===== src/rtl/subservient_sram_bridge.sv =====
// Byte-wide subservient SRAM port to a wide 1RW+1R macro (OpenRAM style).
// Byte writes to the same word are coalesced in a one-word buffer and issued
// as a single masked macro write; reads forward unflushed bytes.
module subservient_sram_bridge #(
  parameter int AW           = 13,
  parameter int DW           = 32,
  parameter int FLUSH_CYCLES = 4
) (
  input  logic                          i_clk,
  input  logic                          i_rst,
  input  logic [AW-1:0]                 i_waddr,
  input  logic [7:0]                    i_wdata,
  input  logic                          i_wen,
  input  logic [AW-1:0]                 i_raddr,
  input  logic                          i_ren,
  output logic [7:0]                    o_rdata,
  input  logic                          i_flush,
  output logic                          o_idle,
  output logic                          o_mem_csb0,
  output logic                          o_mem_web0,
  output logic [DW/8-1:0]               o_mem_wmask0,
  output logic [AW-$clog2(DW/8)-1:0]    o_mem_addr0,
  output logic [DW-1:0]                 o_mem_din0,
  output logic                          o_mem_csb1,
  output logic [AW-$clog2(DW/8)-1:0]    o_mem_addr1,
  input  logic [DW-1:0]                 i_mem_dout1
);

  localparam int BW      = DW / 8;
  localparam int LBW     = $clog2(BW);
  localparam int WAW     = AW - LBW;
  localparam int CNT_MAX = (FLUSH_CYCLES > 0) ? FLUSH_CYCLES : 1;
  localparam int CW      = $clog2(CNT_MAX + 1);

  // Buffer state: the valid flag doubles as the EMPTY/PENDING state.
  localparam logic ST_EMPTY   = 1'b0;
  localparam logic ST_PENDING = 1'b1;

  logic           r_buf_valid;
  logic [WAW-1:0] r_buf_addr;
  logic [BW-1:0]  r_buf_mask;
  logic [DW-1:0]  r_buf_data;
  logic [CW-1:0]  r_idle_cnt;

  logic           r_rd_act;
  logic           r_rd_hit;
  logic [7:0]     r_rd_byte;
  logic [LBW-1:0] r_rd_lane;
  logic [7:0]     r_rdata;

  logic [WAW-1:0] w_wr_word, w_rd_word;
  logic [LBW-1:0] w_wr_lane, w_rd_lane;
  logic           w_pending, w_timeout, w_flush, w_merge;
  logic           w_buf_valid_nxt;
  logic [WAW-1:0] w_buf_addr_nxt;
  logic [BW-1:0]  w_buf_mask_nxt;
  logic [DW-1:0]  w_buf_data_nxt;
  logic [CW-1:0]  w_idle_cnt_nxt;
  logic           w_fwd_hit;
  logic [7:0]     w_fwd_byte;
  logic [7:0]     w_mem_byte;
  logic [7:0]     w_rdata;

  assign w_wr_word = i_waddr[AW-1:LBW];
  assign w_wr_lane = i_waddr[LBW-1:0];
  assign w_rd_word = i_raddr[AW-1:LBW];
  assign w_rd_lane = i_raddr[LBW-1:0];

  assign w_pending = (r_buf_valid == ST_PENDING);
  assign w_timeout = (FLUSH_CYCLES != 0) && (r_idle_cnt == CW'(CNT_MAX));
  // Reset must never let a discarded word reach the macro.
  assign w_flush   = ~i_rst & w_pending &
                     ((i_wen & (w_wr_word != r_buf_addr)) | (&r_buf_mask) | i_flush | w_timeout);
  assign w_merge   = i_wen & w_pending & ~w_flush;

  // Next buffer contents: merge into the held word or start a fresh one.
  always_comb begin
    w_buf_valid_nxt = r_buf_valid;
    w_buf_addr_nxt  = r_buf_addr;
    w_buf_mask_nxt  = r_buf_mask;
    w_buf_data_nxt  = r_buf_data;
    if (i_wen) begin
      if (!w_merge) begin
        w_buf_mask_nxt = '0;
        w_buf_addr_nxt = w_wr_word;
      end
      w_buf_valid_nxt = ST_PENDING;
      for (int l = 0; l < BW; l++) begin
        if (w_wr_lane == LBW'(l)) begin
          w_buf_mask_nxt[l]         = 1'b1;
          w_buf_data_nxt[8*l +: 8]  = i_wdata;
        end
      end
    end else if (w_flush) begin
      w_buf_valid_nxt = ST_EMPTY;
      w_buf_mask_nxt  = '0;
    end
  end

  // Idle counter: cleared by activity, counts quiet PENDING cycles, saturates.
  always_comb begin
    w_idle_cnt_nxt = r_idle_cnt;
    if (i_wen || w_flush) begin
      w_idle_cnt_nxt = '0;
    end else if (w_pending && (r_idle_cnt != CW'(CNT_MAX))) begin
      w_idle_cnt_nxt = r_idle_cnt + CW'(1);
    end
  end

  // Forward view: buffered bytes of the read word, overridden by a same-cycle write.
  always_comb begin
    w_fwd_hit  = 1'b0;
    w_fwd_byte = 8'h00;
    if (w_pending && (r_buf_addr == w_rd_word)) begin
      for (int l = 0; l < BW; l++) begin
        if ((w_rd_lane == LBW'(l)) && r_buf_mask[l]) begin
          w_fwd_hit  = 1'b1;
          w_fwd_byte = r_buf_data[8*l +: 8];
        end
      end
    end
    if (i_wen && (w_wr_word == w_rd_word) && (w_wr_lane == w_rd_lane)) begin
      w_fwd_hit  = 1'b1;
      w_fwd_byte = i_wdata;
    end
  end

  // Select the addressed lane of the macro read word.
  always_comb begin
    w_mem_byte = 8'h00;
    for (int l = 0; l < BW; l++) begin
      if (r_rd_lane == LBW'(l)) w_mem_byte = i_mem_dout1[8*l +: 8];
    end
  end

  assign w_rdata = r_rd_act ? (r_rd_hit ? r_rd_byte : w_mem_byte) : r_rdata;

  // Buffer, idle counter and read-return state.
  always_ff @(posedge i_clk) begin
    if (i_rst) begin
      r_buf_valid <= ST_EMPTY;
      r_buf_addr  <= '0;
      r_buf_mask  <= '0;
      r_buf_data  <= '0;
      r_idle_cnt  <= '0;
      r_rd_act    <= 1'b0;
      r_rd_hit    <= 1'b0;
      r_rd_byte   <= 8'h00;
      r_rd_lane   <= '0;
      r_rdata     <= 8'h00;
    end else begin
      r_buf_valid <= w_buf_valid_nxt;
      r_buf_addr  <= w_buf_addr_nxt;
      r_buf_mask  <= w_buf_mask_nxt;
      r_buf_data  <= w_buf_data_nxt;
      r_idle_cnt  <= w_idle_cnt_nxt;
      r_rd_act    <= i_ren;
      r_rd_hit    <= w_fwd_hit;
      r_rd_byte   <= w_fwd_byte;
      r_rd_lane   <= w_rd_lane;
      r_rdata     <= w_rdata;
    end
  end

  assign o_rdata      = w_rdata;
  assign o_idle       = ~w_pending;
  assign o_mem_csb0   = ~w_flush;
  assign o_mem_web0   = 1'b0;
  assign o_mem_wmask0 = r_buf_mask;
  assign o_mem_addr0  = r_buf_addr;
  assign o_mem_din0   = r_buf_data;
  assign o_mem_csb1   = ~(i_ren & ~i_rst);
  assign o_mem_addr1  = w_rd_word;

endmodule


===== config.mk =====
export PLATFORM = sky130hd
export DESIGN_NAME = subservient_sram_bridge
export DESIGN_NICKNAME = d
export VERILOG_FILES = /design/src/rtl/subservient_sram_bridge.sv
export SDC_FILE = /design/constraint.sdc
export NUM_CORES = 1
export LEC_CHECK = 0
export CORE_MARGIN = 8
export CORE_UTILIZATION = 40
export CTS_CLUSTER_SIZE = 12
export DETAILED_ROUTE_END_ITERATION = 8
export GPL_ROUTABILITY_DRIVEN = 0
export HOLD_SLACK_MARGIN = 0.1
export PLACE_DENSITY = 0.74
export SLEW_MARGIN = 0
export SYNTH_ARGS = -nofsm -noshare
export SYNTH_HDL_FRONTEND = slang
export SYNTH_SLANG_ARGS = --single-unit
export TNS_END_PERCENT = 50

===== constraint.sdc =====
create_clock -name i_clk -period 1.8 [get_ports i_clk]
set_input_delay 0.27 -clock i_clk [delete_from_list [all_inputs] [get_ports i_clk]]
set_output_delay 0.27 -clock i_clk [all_outputs]
set_load 0.005 [all_outputs]

==> results of run 1 <==
==> registers in the layout, summed over array words and instances, names as in the netlist <==
name	count
o_mem_din0	32
r_rd_act	1
r_rd_byte	8
r_rdata	8
o_mem_wmask0	4
r_rd_hit	1
o_mem_addr0	11
r_idle_cnt	3
r_rd_lane	2
r_buf_valid	1
==> metrics by stage <==
step	power [mW]	setup TNS [ns]	std cells	setup slack, ns	cell area [µm²]
floorplan	2.06	0	409	0.0450	3670
global placement	2.53	-12.52	675	-0.587	5460
detailed placement	2.55	-13.79	675	-0.630	5460
CTS	3.66	-1.73	692	-0.213	5640
global route	3.84	-3.09	696	-0.307	5780
finish	3.66	-1.50	696	-0.203	5780
==> area by class of cell <==
cell class                      count  area [µm²]
Tap cell                          111         139
Multi-Input combinational cell    287        2100
Sequential cell                    71        1430
Inverter                            8        30.0
Clock buffer                       11         141
Fill cell                         724        3280
Clock inverter                      5        33.8
Timing Repair Buffer              203        1920
==> cell families after synthesis <==
kind of cell    synth area share (%)
simple gates                    17.4
fa+ha+maj                      0.681
other cells                    0.102
compound gates                  15.3
flops                           38.7
xor+xnor                        8.58
mux                             12.1
buf+inv                         7.22
==> power by group through the flow <==
stage          clock, mW  combinational [mW]  sequential, mW
5_1_grt             1.24               0.915            1.68
6_report            1.13               0.853            1.67
3_5_place_dp           0               0.841            1.71
3_3_place_gp           0               0.824            1.71
2_1_floorplan          0               0.347            1.71
4_1_cts             1.16               0.836            1.67
==> metal layers <==
metal	GRT usage, %	vias up
li1	-	1769
met1	22.7	1735
met2	34.0	151
met3	4.71	25
met4	8.39	0
met5	0	-
==> placed cells by master (no fill, tap or decap), drive strengths merged, types with 12 or more instances in the layout <==
cell type and n:
buf 73, nand3 12, mux2i 24, nor2 36, dfxtp 71, nand2 54, a21oi 31, clkdlybuf4s50 106
xnor2 25, dlymetal6s2s 17
==> worst min-delay path by stage <==
| stage | from | end | slack [ns] | cells past startpoint |
|---|---|---|---|---|
| floorplan | i_wdata[0] | r_rd_byte[0] | 0.40 | 1 |
| global placement | o_mem_din0[31] | o_mem_din0[31] | 0.46 | 2 |
| detailed placement | o_mem_din0[12] | o_mem_din0[12] | 0.46 | 2 |
| CTS | i_waddr[2] | o_mem_addr0[0] | 0.42 | 3 |
| global route | i_waddr[7] | o_mem_addr0[5] | 0.36 | 3 |
| finish | i_waddr[7] | o_mem_addr0[5] | 0.34 | 3 |
==> worst min-delay path: stages <==
cell and delay [ns]:
sky130_fd_sc_hd__dlymetal6s2s_1 0.13, sky130_fd_sc_hd__buf_6 0.13, sky130_fd_sc_hd__a22o_1 0.12
==> repair_timing <==
item                       4_1_cts  5_1_grt
setup endpoints to repair       28       30
pin swaps                       16       22
gates cloned                     0        1
setup buffers                    1        3
gates resized for setup         54       33
==> results.py, run 1 <==
metrics = {
    "timing": {
        "setup_viol_count_final": 9,
        "layout_min_cycle_time_ns": 2.00,
        "rsz_0062_raised_after_global_routing": "yes",
        "worst_clock_skew_ns": 0.00913,
        "hold_violation_total_from_the_final_report": 0,
        "finalCritPeriodShare_pct": 111,
        "report.final.slew_viol_count": 0,
        "finalWorstSetupSlack_ns": -0.203,
        "hold-worst-slack_ns": 0.341,
        "max_freq_mhz": 499,
    },
    "yosys": {
        "synthesis.instances": 409,
        "syn-mean-instance-area_um2": 8.98,
        "synth.top_cells.by_area": "sky130_fd_sc_hd__dfxtp_1 (39%), sky130_fd_sc_hd__mux2i_1 (6.5%), sky130_fd_sc_hd__xnor2_1 (6.0%)",
        "synth_top_cell_by_area": "sky130_fd_sc_hd__dfxtp_1",
        "yosysWarningCount": 0,
        "asyncSetResetFlopFracSynth_pct": 0,
        "yosysMostFrequentCell": "sky130_fd_sc_hd__dfxtp_1",
        "post_synth_num_cell_types": 39,
        "synth-edff-count": 0,
        "netlist_top_cells_count": "sky130_fd_sc_hd__dfxtp_1 (71), sky130_fd_sc_hd__nand2_1 (54), sky130_fd_sc_hd__nor2_1 (36)",
        "postSynthRegisterBits": 71,
        "synth_flop_cell": "sky130_fd_sc_hd__dfxtp_1",
        "syn_nets": 482,
        "mappedNetlistArea_mm2": 0.00367,
        "synth.top_cell.area_share_pct": 38.7,
        "synth_sequential_area_ratio_pct": 38.7,
    },
    "global_routing": {
        "grt_overflow": 0,
        "groute.usage.overall_pct": 19.7,
        "via_count_of_the_first_global_routing_pass": 3774,
        "grt_start_max_net_pins": 40,
        "number_of_antenna_violations_at_the_first_check_in_global_routing": 0,
        "grt_first_pass_wirelength_mm": 19.7,
    },
    "worst_setup_path": {
        "worst_r2r_startpoint": "o_mem_addr0[4]",
        "cp_slowest_cell": "sky130_fd_sc_hd__mux4_2",
        "critical_path_peak_fanout": 8,
        "crit_cells": 5,
        "timing.reg2reg.worst_path_depth": 6,
        "ordered_cell_list_for_the_critical_path": "buf_12 -> mux4_2 -> mux2i_1 -> a21oi_2 -> buf_2",
        "startpoint_types": "flop",
        "cp_top_family": "multiplexers",
        "worst-path-buf-inv": 2,
        "worstPathRequired_ns": 1.53,
        "worst_ep_arrival_time_ns": 1.73,
        "timing.reg2reg.setup_slack_ns": 0.01,
        "critical_path.max_stage_delay_ns": 0.50,
        "cp_startpoint": "r_rd_lane[0]",
        "timing.critical_path.to_type": "output port",
        "crit_type": "flop to output port",
        "worst_r2r_endpoint": "o_mem_addr0[2]",
        "timing.critical_path.to": "o_rdata[0]",
    },
    "final_layout": {
        "synthToLayoutAreaGrowth_pct": 57.4,
        "final_core_util_pct": 63.8,
        "layout-drive-gt1-share_pct": 21.9,
        "final_net_count": 653,
        "diodes_inserted": 0,
    },
    "cts": {
        "numCtsBuffers": 9,
        "cts_num_sinks": 71,
        "clock_tree.root_cell": "sky130_fd_sc_hd__clkbuf_8",
        "cts_max_path_buffers": 2,
        "h-tree-depth": 3,
        "clk-insertion-delay-late_ns": 0.34,
        "clkTransAtPathRegs_ns": 0.07,
        "cts_tree": "built",
        "holdBufCountCts": 0,
    },
    "route": {
        "via_per_inst": 5.29,
        "wl_met2_mm": 6.47,
        "post_drt_wl_per_cell_um": 18.2,
        "drt_pre_antenna_iters": 5,
        "routed_wire_length_mm": 12.7,
        "drcViolationCount": 0,
        "antenna_left": 0,
        "wl_met3_um": 838,
        "drt-met1-wl_mm": 5.07,
        "top_layer_used": "met4",
        "via_count": 3680,
        "drt_iter0_markers": 270,
    },
    "die": {
        "start_util_pct": 40.5,
        "floorplan.die.width_um": 112,
        "fp.dieH_um": 112,
        "floorplan.die_area_mm2": 0.0125,
        "core_mm2": 0.00906,
        "floorplan.rows": 35,
        "design.portCount": 141,
    },
    "placed_design": {
        "detailedPlacementHpwl_mm": 9.59,
        "numPortBuffers": 139,
    },
    "pwr": {
        "static-leakage-power_nw": 2.38,
        "vdd.ir_drop.worst_v": 0.000456,
        "power.combinational.fraction_pct": 23.3,
        "internal_cell_power_mw": 2.66,
        "switch_share_pct": 27.4,
        "powerDensity_mw_per_mm2": 632,
        "power.net_switching_mw": 1.00,
        "fraction_of_power_consumed_by_sequential_logic_pct": 45.7,
        "clock_power_share_pct": 30.9,
    },
    "job": {
        "cap_viol_max_count": 0,
    },
    "status": {
        "outcome": "complete, but fails checks",
        "failed_checks": "negative setup slack",
    },
    "hold_path": {
        "worstHoldPathType": "input pin to flop",
    },
}
No activity file was read; power rests on OpenSTA's default activity.
==> run 2, diff against run 1 <==
Settings changed: PLACE_DENSITY 0.74 to unset, PLACE_DENSITY_LB_ADDON set to 0.3.
==> results.py, run 2 (synthesis gave the netlist of run 1 again) <==
metrics = {
    "die": {
        "fp.dieH_um": 112,
        "floorplan.die_area_mm2": 0.0125,
        "core_mm2": 0.00906,
        "design.portCount": 141,
        "start_util_pct": 40.5,
        "floorplan.die.width_um": 112,
        "floorplan.rows": 35,
    },
    "global_routing": {
        "grt_first_pass_wirelength_mm": 19.8,
        "via_count_of_the_first_global_routing_pass": 3735,
        "grt_start_max_net_pins": 27,
        "grt_overflow": 0,
        "number_of_antenna_violations_at_the_first_check_in_global_routing": 0,
        "groute.usage.overall_pct": 19.9,
    },
    "job": {
        "cap_viol_max_count": 0,
    },
    "timing": {
        "layout_min_cycle_time_ns": 2.01,
        "max_freq_mhz": 498,
        "report.final.slew_viol_count": 0,
        "hold_violation_total_from_the_final_report": 0,
        "finalWorstSetupSlack_ns": -0.209,
        "rsz_0062_raised_after_global_routing": "yes",
        "finalCritPeriodShare_pct": 112,
        "fin_setup_tns_ns": -1.51,
        "setup_viol_count_final": 11,
        "worst_clock_skew_ns": 0.0144,
    },
    "hold_path": {
        "min_delay_worst_endpoint": "o_mem_addr0[6]",
        "hold-path-cell-count": 3,
        "worstHoldStart": "i_waddr[8]",
        "worstHoldPathType": "input pin to flop",
    },
    "cts": {
        "clk-insertion-delay-late_ns": 0.34,
        "h-tree-depth": 3,
        "clock_tree.root_cell": "sky130_fd_sc_hd__clkbuf_8",
        "cts_num_sinks": 71,
        "cts_max_path_buffers": 2,
        "numCtsBuffers": 9,
        "cts_tree": "built",
        "clkTransAtPathRegs_ns": 0.08,
        "holdBufCountCts": 0,
    },
    "worst_setup_path": {
        "critical_path_peak_fanout": 8,
        "timing.critical_path.to_type": "output port",
        "timing.reg2reg.setup_slack_ns": -0.02,
        "worst_r2r_endpoint": "o_mem_addr0[1]",
        "ordered_cell_list_for_the_critical_path": "buf_12 -> mux4_2 -> mux2i_1 -> a21oi_1 -> buf_2",
        "startpoint_types": "flop",
        "crit_type": "flop to output port",
        "worst_ep_arrival_time_ns": 1.74,
        "worst_r2r_startpoint": "o_mem_addr0[9]",
        "cp_startpoint": "r_rd_lane[0]",
        "critical_path.max_stage_delay_ns": 0.52,
        "timing.reg2reg.worst_path_depth": 6,
        "worstPathRequired_ns": 1.53,
        "cp_slowest_cell": "sky130_fd_sc_hd__mux4_2",
    },
    "route": {
        "wl_met3_mm": 1.02,
        "post_drt_wl_per_cell_um": 18.5,
        "routed_wire_length_mm": 13.0,
        "drcViolationCount": 0,
        "drt_iter0_markers": 170,
        "drt_pre_antenna_iters": 5,
        "drt-met1-wl_mm": 5.26,
        "via_count": 3727,
        "wl_met2_mm": 6.44,
        "antenna_left": 0,
        "via_per_inst": 5.30,
        "top_layer_used": "met4",
    },
    "final_layout": {
        "synthToLayoutAreaGrowth_pct": 59.0,
        "mostFrequentLayoutCell": "sky130_fd_sc_hd__clkdlybuf4s50_1",
        "final_cells": 703,
        "final_cell_mix": "sky130_fd_sc_hd__clkdlybuf4s50_1 (113), sky130_fd_sc_hd__dfxtp_1 (65), sky130_fd_sc_hd__buf_4 (63), sky130_fd_sc_hd__nand2_1 (54), sky130_fd_sc_hd__nor2_1 (36)",
        "largest_register_ff_count": 32,
        "final_net_count": 660,
        "post-route-cell-area_mm2": 0.00584,
        "layout-drive-gt1-share_pct": 22.8,
        "diodes_inserted": 0,
    },
    "placed_design": {
        "numPortBuffers": 139,
        "detailedPlacementHpwl_mm": 9.63,
        "detailed_place.area_mm2": 0.00550,
        "detailedPlace.worstSlack_ns": -0.719,
        "placed_cells_incl_taps": 681,
    },
    "pwr": {
        "static-leakage-power_nw": 2.32,
        "finalPower_mw": 3.84,
        "vdd.ir_drop.worst_v": 0.000385,
        "powerDensity_mw_per_mm2": 657,
    },
    "status": {
        "failed_checks": "negative setup slack",
        "outcome": "complete, but fails checks",
    },
}
run 2: cell types whose count changed in the layout (fill, tap and decap cells not counted), sizes merged:
cell,change
clkdlybuf4s50,+7
bufinv,+1
inv,+1
buf,+7
dlymetal6s2s,-10
dlygate4sd2,+3
clkinv,-1
clkinvlp,-1
run 2: repair_timing:
action	in CTS	in global routing
gates cloned	2	0
resized for setup	65	21
setup endpoints to repair	28	30
buffers inserted	13	2
pin swaps	25	16
run 2: how the worst max path moves through the flow:
stage                           to  slack [ns]  depth (start not counted)
floorplan           o_mem_addr0[0]        0.05                          7
global placement        o_mem_csb0       -0.66                          7
detailed placement      o_mem_csb0       -0.72                          7
CTS                     o_rdata[2]       -0.21                          5
global route            o_mem_csb0       -0.29                          6
finish                  o_rdata[2]       -0.21                          5
run 2: critical path: cells and delay by family, from the launching register on:
family	cells	cell delay, ns
buffers and inverters	2	0.28
flip-flops	1	0.35
multiplexers	2	0.67
AO/OA/AOI/OAI	1	0.10
run 2: cell type report:
class                   count  area [µm²]
multi-input cells         287        2100
flip-flops and latches     71        1430
inverters                   8        30.0
well taps                 111         139
fillers                   741        3220
clock inverters             5        56.3
clock buffers              11         141
repair buffers            210        1950
run 2: through the flow:
step / util (%) / hold WS, ns
6_report: 64.5 / 0.349
5_1_grt: 64.5 / 0.364
4_1_cts: 63.4 / 0.427
3_5_place_dp: 60.7 / 0.468
3_3_place_gp: 60.7 / 0.462
2_1_floorplan: - / 0.396
run 2: report_power, final:
part,switching [mW],internal [mW],leakage [nW]
clock,0.616,0.679,0.0997
sequential,0.0420,1.63,0.582
combinational,0.371,0.500,1.64
total,1.03,2.81,2.32
run 2: layer usage:
metal  vias to the layer above  track usage (%)
li1                       1786                -
met1                      1767             23.8
met2                       154             33.2
met3                        20             5.09
met4                         0             8.48
met5                         -                0
